## src/rtl/seg_scan_driver.sv

```systemverilog
// Time-multiplexed scan controller for an up-to-8-digit 7-segment display.
// Optional blinking is built only when the SEG_BLINK_EN macro is defined.
module seg_scan_driver #(
    parameter int unsigned NUM_DIGITS   = 8,
    parameter int unsigned SCAN_DIV     = 100000,
    parameter int unsigned BLANK_CYC    = 1000,
    parameter int unsigned BLINK_FRAMES = 62
) (
    input  logic                    clk,
    input  logic                    rst_n,
    input  logic [4*NUM_DIGITS-1:0] data_i,
    input  logic [NUM_DIGITS-1:0]   digit_en_i,
    input  logic [NUM_DIGITS-1:0]   blink_mask_i,
    output logic [3:0]              num_o,
    output logic [3:0]              cdigit_o,
    output logic [NUM_DIGITS-1:0]   an_o,
    output logic                    frame_done_o
);

    localparam int unsigned DivW = (SCAN_DIV > 2) ? $clog2(SCAN_DIV) : 1;

    if (SCAN_DIV < 2) begin : g_chk_div
        $error("seg_scan_driver: SCAN_DIV must be >= 2");
    end
    if (BLANK_CYC >= SCAN_DIV) begin : g_chk_blank
        $error("seg_scan_driver: BLANK_CYC must be < SCAN_DIV");
    end
    if (NUM_DIGITS < 1 || NUM_DIGITS > 8) begin : g_chk_digits
        $error("seg_scan_driver: NUM_DIGITS must be 1..8");
    end
    if (BLINK_FRAMES < 1) begin : g_chk_blink
        $error("seg_scan_driver: BLINK_FRAMES must be >= 1");
    end

    logic [DivW-1:0]         div_cnt_q, div_cnt_d;
    logic [3:0]              cdigit_q, cdigit_d;
    logic [4*NUM_DIGITS-1:0] sh_data_q, sh_data_d;
    logic [NUM_DIGITS-1:0]   sh_en_q, sh_en_d;
    logic [NUM_DIGITS-1:0]   an_q, an_d;
    logic [NUM_DIGITS-1:0]   dig_sel;
    logic [3:0]              num_q, num_d;
    logic                    frame_done_q;
    logic                    tick, frame_end, lit, hide;

    always_comb begin
        tick      = (div_cnt_q == DivW'(SCAN_DIV - 1));
        frame_end = tick && (cdigit_q == 4'(NUM_DIGITS - 1));
        div_cnt_d = tick ? '0 : div_cnt_q + 1'b1;
        cdigit_d  = cdigit_q;
        if (tick) begin
            cdigit_d = frame_end ? 4'd0 : cdigit_q + 4'd1;
        end
        // Shadow copies only move at the frame boundary so a frame never tears.
        sh_data_d = frame_end ? data_i : sh_data_q;
        sh_en_d   = frame_end ? digit_en_i : sh_en_q;
    end

    // Outputs are registered from next-state so num, cdigit and an move together.
    always_comb begin
        dig_sel = '0;
        num_d   = '0;
        for (int i = 0; i < int'(NUM_DIGITS); i++) begin
            if (cdigit_d == 4'(i)) begin
                dig_sel[i] = 1'b1;
                num_d      = sh_data_d[4*i +: 4];
            end
        end
        lit  = (|(dig_sel & sh_en_d)) && (div_cnt_d >= DivW'(BLANK_CYC)) && !hide;
        an_d = lit ? ~dig_sel : '1;
    end

`ifdef SEG_BLINK_EN
    localparam int unsigned BlkW = (BLINK_FRAMES > 1) ? $clog2(BLINK_FRAMES) : 1;

    logic [BlkW-1:0] blk_cnt_q, blk_cnt_d;
    logic            phase_q, phase_d;

    always_comb begin
        blk_cnt_d = blk_cnt_q;
        phase_d   = phase_q;
        if (frame_end) begin
            if (blk_cnt_q == BlkW'(BLINK_FRAMES - 1)) begin
                blk_cnt_d = '0;
                phase_d   = ~phase_q;
            end else begin
                blk_cnt_d = blk_cnt_q + 1'b1;
            end
        end
        // Mask is sampled live so blinking can be toggled mid-frame.
        hide = !phase_d && (|(dig_sel & blink_mask_i));
    end

    always_ff @(posedge clk or negedge rst_n) begin
        if (!rst_n) begin
            blk_cnt_q <= '0;
            phase_q   <= 1'b1;
        end else begin
            blk_cnt_q <= blk_cnt_d;
            phase_q   <= phase_d;
        end
    end
`else
    logic unused_blink_mask;
    assign unused_blink_mask = ^blink_mask_i;
    assign hide              = 1'b0;
`endif

    always_ff @(posedge clk or negedge rst_n) begin
        if (!rst_n) begin
            div_cnt_q    <= '0;
            cdigit_q     <= '0;
            sh_data_q    <= '0;
            sh_en_q      <= '0;
            num_q        <= '0;
            an_q         <= '1;
            frame_done_q <= 1'b0;
        end else begin
            div_cnt_q    <= div_cnt_d;
            cdigit_q     <= cdigit_d;
            sh_data_q    <= sh_data_d;
            sh_en_q      <= sh_en_d;
            num_q        <= num_d;
            an_q         <= an_d;
            frame_done_q <= frame_end;
        end
    end

    assign num_o        = num_q;
    assign cdigit_o     = cdigit_q;
    assign an_o         = an_q;
    assign frame_done_o = frame_done_q;

endmodule
```

## config.mk

```make
export PLATFORM = sky130hd
export DESIGN_NAME = seg_scan_driver
export DESIGN_NICKNAME = d
export VERILOG_FILES = /design/src/rtl/seg_scan_driver.sv
export SDC_FILE = /design/constraint.sdc
export NUM_CORES = 1
export LEC_CHECK = 0
export CORE_UTILIZATION = 57
export DETAILED_ROUTE_END_ITERATION = 8
export GPL_ROUTABILITY_DRIVEN = 0
export GPL_TIMING_DRIVEN = 0
export PLACE_DENSITY = 0.85
export SYNTH_ARGS = -nofsm -noshare
export SYNTH_HDL_FRONTEND = slang
export SYNTH_SLANG_ARGS = --single-unit
```

## constraint.sdc

```tcl
create_clock -name clk -period 4.35 [get_ports clk]
set_clock_uncertainty 0.1 [all_clocks]
set_input_delay 1.305 -clock clk [delete_from_list [all_inputs] [get_ports clk]]
set_output_delay 1.305 -clock clk [all_outputs]
set_load 0.03 [all_outputs]
```

==> impl_metrics.toml, run 1 <==
[run_status]
run_status = "complete, but fails checks"
violations = "design-rule violations"

[sta]
layout_setup_ws_ns = 0.950
report.final.slew_viol_count = 0
fin_tns_setup_ns = 0
period_utilisation_layout_pct = 78.2
timing.max_slew.rel_slack_pct = 19.5
min_period_ns = 3.40
fmax_mhz = 294
final-setup-viol-count = 0
tightest_slew_ns = 1.20
rsz0062_at_grt = "false"
finalHoldViolations = 0

[worst_setup_path]
worstRegToRegCells = 9
required_ns = 4.54
crit_path_start_kind = "flip-flop"
crit_path_max_fanout = 8
worstSetupEndpointType = "flip-flop"
critPathKind = "flip-flop to flip-flop"
arrival_ns = 3.59

[synthesis]
synth-edff-count = 0
yosys.cell_types.count = 63
postSynthRegisterBits = 74
yosys_warnings = 0
ys_seq_area_share_pct = 48.6
synth_cells = 379
synth_async_sr_flop_share_pct = 100
syn_nets = 431
synthesis.area_um2 = 3830
synth_top_flop_cell = "dfrtp_1"
postSynthAreaPerCell_um2 = 10.1

[final_layout]
final_net_count = 501
diodes = 0
area.growth.synth_to_final_pct = 24.7
final_layout_size_suffix_gt1_share_pct = 13.4
fillerInstances = 435
finalNonFillerCells = 531
postLayoutCoreUtil_pct = 74.3

[global_route]
grt_usage_pct = 29.3
grt_antenna_before_repair = 0
grt_start_max_net_pins = 65
gr-total-overflow = 0
grt_pass1_wl_um = 15700
via_count_of_the_first_global_routing_pass = 3238

[clock_tree]
post-cts-setup-buffers = 0
cts-root-to-sink-buffers = 2
tritoncts.num_buffers = 9
cts.hold.buffers_added = 0
clkSlewWorstSetupHoldPaths_ns = 0.09
numClockSinks = 74
clkLatencyLatePin_ns = 0.35
cts-htree-levels = 3
clock_tree.root_cell = "clkbuf_8"
tritoncts = "yes"
gates_resized_cts_repair = 0

[job]
cap_viol_max_count = 0

[hold_path]
worstHoldPathCells = 2
worst_hold_path_type = "flip-flop to flip-flop"

[floorplanning]
floorplan.initialDensity_pct = 59.6
number_of_placed_i_o_pins = 67
die-area_um2 = 7050
dieWidth_um = 84.0
core_area_um2 = 6420
placement_rows = 29
dieHeight_um = 84.0

[drt]
firstDrtPassIters = 7
final_antenna_net_count = 0
count_of_unresolved_drc_violations_after_routing = 5
detail_route.iter0.violations = 364
route.final.wire_length_um = 9700
route.vias.total = 3316
routed_wire_length_per_instance_um = 18.3
detail_route.vias_per_cell = 6.24

[power]
power_density_nw_per_um2 = 302
leakagePower_nw = 2.05
ir_drop_mv = 0.168
power.total_w = 0.00144

[placement]
port_buffers = 58
estimated_wirelength_of_the_detail_placed_design_um = 6790
dp.cells = 515
pre_cts_ws_ns = 1.06
## worst max-delay path: stages (launching register included)
cell and delay [ns]:
dfrtp_1 0.41, ha_1 0.27, nand4_1 0.28, or4_4 0.66, mux2i_2 0.46, inv_2 0.18, and2_1 0.24, and3_1 0.19
o211ai_1 0.30, a221o_1 0.24
## flip-flops by register name (all words and copies together) (netlist names)
register / count
cdigit_o: 4
an_o: 8
sh_en_q: 8
div_cnt_q: 17
frame_done_o: 1
num_o: 4
sh_data_q: 32
## stage by stage
| stage | hold WS [ns] | area (um^2) |
|---|---|---|
| floorplan | 0.326 | 3830 |
| global placement | 0.337 | 4510 |
| detailed placement | 0.348 | 4530 |
| CTS | 0.368 | 4770 |
| global route | 0.384 | 4770 |
| finish | 0.364 | 4770 |
## power breakdown
| part | switching [W] | internal [W] | leakage [nW] |
|---|---|---|---|
| Combinational | 0.0000346 | 0.0000502 | 1.08 |
| Clock | 0.000268 | 0.000383 | 0.117 |
| Sequential | 0.00000497 | 0.000699 | 0.856 |
## cells in the mapped netlist, types with 3 or more instances
cell type | n | share of area [%]
dfrtp_1 | 66 | 43
nand2_1 | 62 | 6.1
nor2_1 | 23 | 2.3
mux2_2 | 18 | 5.3
clkbuf_1 | 14 | 1.4
nand3_1 | 14 | 1.8
mux2i_1 | 11 | 2.9
xnor2_1 | 10 | 2.3
inv_1 | 9 | 0.88
nand4_1 | 9 | 1.5
o21a_1 | 9 | 1.8
a21o_1 | 8 | 1.6
dfstp_2 | 8 | 5.5
a31oi_1 | 7 | 1.1
o21ai_0 | 7 | 0.91
and2_1 | 6 | 0.98
nor3_1 | 6 | 0.78
xor2_1 | 6 | 1.4
a21oi_1 | 5 | 0.65
and3_1 | 5 | 0.82
o211ai_1 | 5 | 0.98
a211oi_1 | 4 | 0.78
a221o_1 | 4 | 1.0
nor4_1 | 4 | 0.65
o221ai_1 | 4 | 0.91
o31a_1 | 4 | 0.91
buf_2 | 3 | 0.39
nand2b_1 | 3 | 0.49
or2_2 | 3 | 0.49
or3_1 | 3 | 0.49
## layout make-up
class	count	area, um^2	area share (%)
plain buffers	21	97.6	2.04
clock buffers	10	128	2.67
clock inverters	6	115	2.41
inverters	10	37.5	0.786
multi-input cells	274	1830	38.4
flip-flops and latches	74	1860	39.0
well taps	77	96.3	2.02
repair buffers	59	606	12.7
## worst paths after layout
check / startpoint / endpoint / slack (ns)
max reg2reg: div_cnt_q[0] / num_o[2] / 0.95
min: sh_data_q[21] / sh_data_q[21] / 0.36
max: div_cnt_q[0] / num_o[2] / 0.95
max in group asynchronous: rst_n / an_o[0] / 2.85
min reg2reg: sh_data_q[21] / sh_data_q[21] / 0.36
min in group asynchronous: rst_n / div_cnt_q[6] / 0.69
## cells by family after synthesis
family	count (synthesis)	share of synthesized area (%)
simple gates	156	20.6
compound gates	68	13.2
buf+inv	31	3.53
fa+ha+maj	2	0.653
mux	32	9.71
flops	74	48.6
xor+xnor	16	3.66
## layout by cell type (no fill, tap or decap), types with 7 or more instances in the layout
| cell type | netlist | routed |
|---|---|---|
| nand2_1 | 62 | 62 |
| nand3_1 | 14 | 14 |
| o21a_1 | 9 | 9 |
| clkbuf_1 | 14 | 15 |
| nand4_1 | 9 | 9 |
| xnor2_1 | 10 | 10 |
| clkdlybuf4s50_1 | 0 | 57 |
| mux2i_1 | 11 | 11 |
| inv_1 | 9 | 9 |
| o21ai_0 | 7 | 7 |
| clkbuf_8 | 0 | 9 |
| a21o_1 | 8 | 8 |
| dfrtp_1 | 66 | 66 |
| a31oi_1 | 7 | 7 |
| mux2_2 | 18 | 18 |
| dfstp_2 | 8 | 8 |
| nor2_1 | 23 | 23 |
## per-layer routing
metal,global-route usage (%),routed length (um)
met1,37.3,3940
met2,46.4,4730
met3,7.02,705
met4,15.8,314
met5,0,0
Power figures use the tool's default switching activity.
==> run 2, diff against run 1 <==
CORE_UTILIZATION = 53   (was 57)
PLACE_DENSITY = 0.8   (was 0.85)
clock period = 3.4 ns   (was 4.35 ns; I/O delays follow)
==> impl_metrics.toml, run 2 (synthesis results as in run 1) <==
[run_status]
run_status = "finished, final reports clean"

[worst_setup_path]
timing.critical_path.depth = 9
regToRegSetupSlack_ns = 0.12
cp.buffers_inverters = 2
crit_path_start_kind = "flip-flop"
crit_path_max_fanout = 10
worstPathCellList = "buf_6 > or4b_4 > or4_4 > mux2_2 > nor2_1 > clkbuf_4 > or2b_1 > o211ai_1 > a221o_1"
critical_path.slowest_cell = "or4_4"
arrival_ns = 3.43
max_stage_delay_ns = 0.57
cpLargestDelayFamily = "simple AND/OR/NAND/NOR gates"
worstSetupEndpointType = "flip-flop"
required_ns = 3.55
worstRegToRegCells = 9
critPathKind = "flip-flop to flip-flop"

[drt]
routed_wire_length_per_instance_um = 16.4
count_of_unresolved_drc_violations_after_routing = 0
detail_route.iter0.violations = 219
route.vias.total = 3172
firstDrtPassIters = 4
final_antenna_net_count = 0
route.final.wire_length_um = 9040
detail_route.vias_per_cell = 5.77

[floorplanning]
core_area_um2 = 6870
placement_rows = 30
dieHeight_um = 87.0
floorplan.initialDensity_pct = 55.7
die-area_um2 = 7570
number_of_placed_i_o_pins = 67
dieWidth_um = 87.0

[power]
ir_drop_mv = 0.216
leakagePower_nw = 2.05
power_density_nw_per_um2 = 370

[final_layout]
mostFrequentLayoutCells = "dfrtp_1 (66), nand2_1 (62), clkdlybuf4s50_1 (57)"
reg.largest.list = "sh_data_q (32), div_cnt_q (17)"
largest_register_ffs = 32
final_layout_size_suffix_gt1_share_pct = 14.1
final_net_count = 501
layout.cells.most_common = "dfrtp_1"
area.growth.synth_to_final_pct = 25.0
diodes = 0
largest-register = "sh_data_q"

[clock_tree]
cts-htree-levels = 3
cts-root-to-sink-buffers = 2
numClockSinks = 74
clkSlewWorstSetupHoldPaths_ns = 0.09
clock_tree.root_cell = "clkbuf_8"
tritoncts.num_buffers = 9
cts.hold.buffers_added = 0
tritoncts = "yes"
clkLatencyLatePin_ns = 0.35

[sta]
fmax_mhz = 305
report.final.slew_viol_count = 0
final-setup-viol-count = 0
min_period_ns = 3.28
holdWs_ns = 0.364
finalHoldViolations = 0
tightest_slew_ns = 1.24
fin_tns_setup_ns = 0
timing.max_slew.rel_slack_pct = 16.9
period_utilisation_layout_pct = 96.4
rsz0062_at_grt = "false"

[job]
cap_viol_max_count = 0

[global_route]
grt_pass1_wl_um = 14900
gr-total-overflow = 0
grt_usage_pct = 26.4
grt_antenna_before_repair = 0
via_count_of_the_first_global_routing_pass = 3042
grt_start_max_net_pins = 65

[placement]
estimated_wirelength_of_the_detail_placed_design_um = 6330
port_buffers = 58

[hold_path]
worstHoldPathCells = 2
worst_hold_path_type = "flip-flop to flip-flop"
[run 2: changes by cell type in the layout (fill, tap and decap cells not counted), sizes merged]
| cell | delta |
|---|---|
| clkinvlp | +1 |
| bufinv | -1 |
[run 2: path summary, 6_finish.rpt]
path	start	endpoint
worst max register to register	div_cnt_q[12]	num_o[2]
worst max-delay path	div_cnt_q[12]	num_o[2]
min in group asynchronous	rst_n	div_cnt_q[3]
worst min register to register	sh_data_q[9]	sh_data_q[9]
max in group asynchronous	rst_n	an_o[1]
worst min-delay path	sh_data_q[9]	sh_data_q[9]
[run 2: worst register-to-register path: cells and delay by family (launching register included)]
family / cells / cell delay [ns]
muxes: 1 / 0.29
buffers and inverters: 2 / 0.39
AOI/OAI and AO/OA: 2 / 0.57
DFF: 1 / 0.39
and+or+nand+nor: 4 / 1.45
[run 2: area by class of cell]
class                           count  area (um^2)
Buffer                             20         97.6
Clock buffer                       10          128
Clock inverter                      6         92.6
Fill cell                         529         2080
Inverter                           10         37.5
Multi-Input combinational cell    274         1840
Sequential cell                    74         1860
Tap cell                           96          120
Timing Repair Buffer               60          613
[run 2: metal layers]
metal | vias to the layer above | routed length, um | part of all wire [%] | GRT usage (%)
met5 | - | 0 | 0 | 0
met4 | 0 | 127 | 1.4 | 9.70
met3 | 12 | 461 | 5.1 | 5.02
met2 | 89 | 4250 | 47 | 40.7
met1 | 1571 | 4200 | 46 | 37.2
li1 | 1500 | - | - | -
[run 2: where the power goes]
part	switching, W	internal [W]	leakage (nW)
logic	0.0000437	0.0000642	1.09
registers	0.00000591	0.000895	0.856
clock network	0.000348	0.000416	0.103
[run 2: through the flow]
stage | worst slack (ns) | instances | util (%) | cell area (um^2) | power (W)
floorplan | 0.421 | 379 | - | 3830 | 0.000943
global placement | -1.31 | 533 | 65.9 | 4530 | 0.00102
detailed placement | 0.104 | 534 | 66.3 | 4550 | 0.00103
CTS | 0.0813 | 550 | 69.5 | 4770 | 0.00178
global route | 0.00247 | 550 | 69.7 | 4790 | 0.00183
finish | 0.123 | 550 | 69.7 | 4790 | 0.00177
[run 2: timing repair]
item | in CTS | in global routing
endpoints found under the setup margin | 0 | 4
setup buffers | 0 | 1
resized for setup | 0 | 4
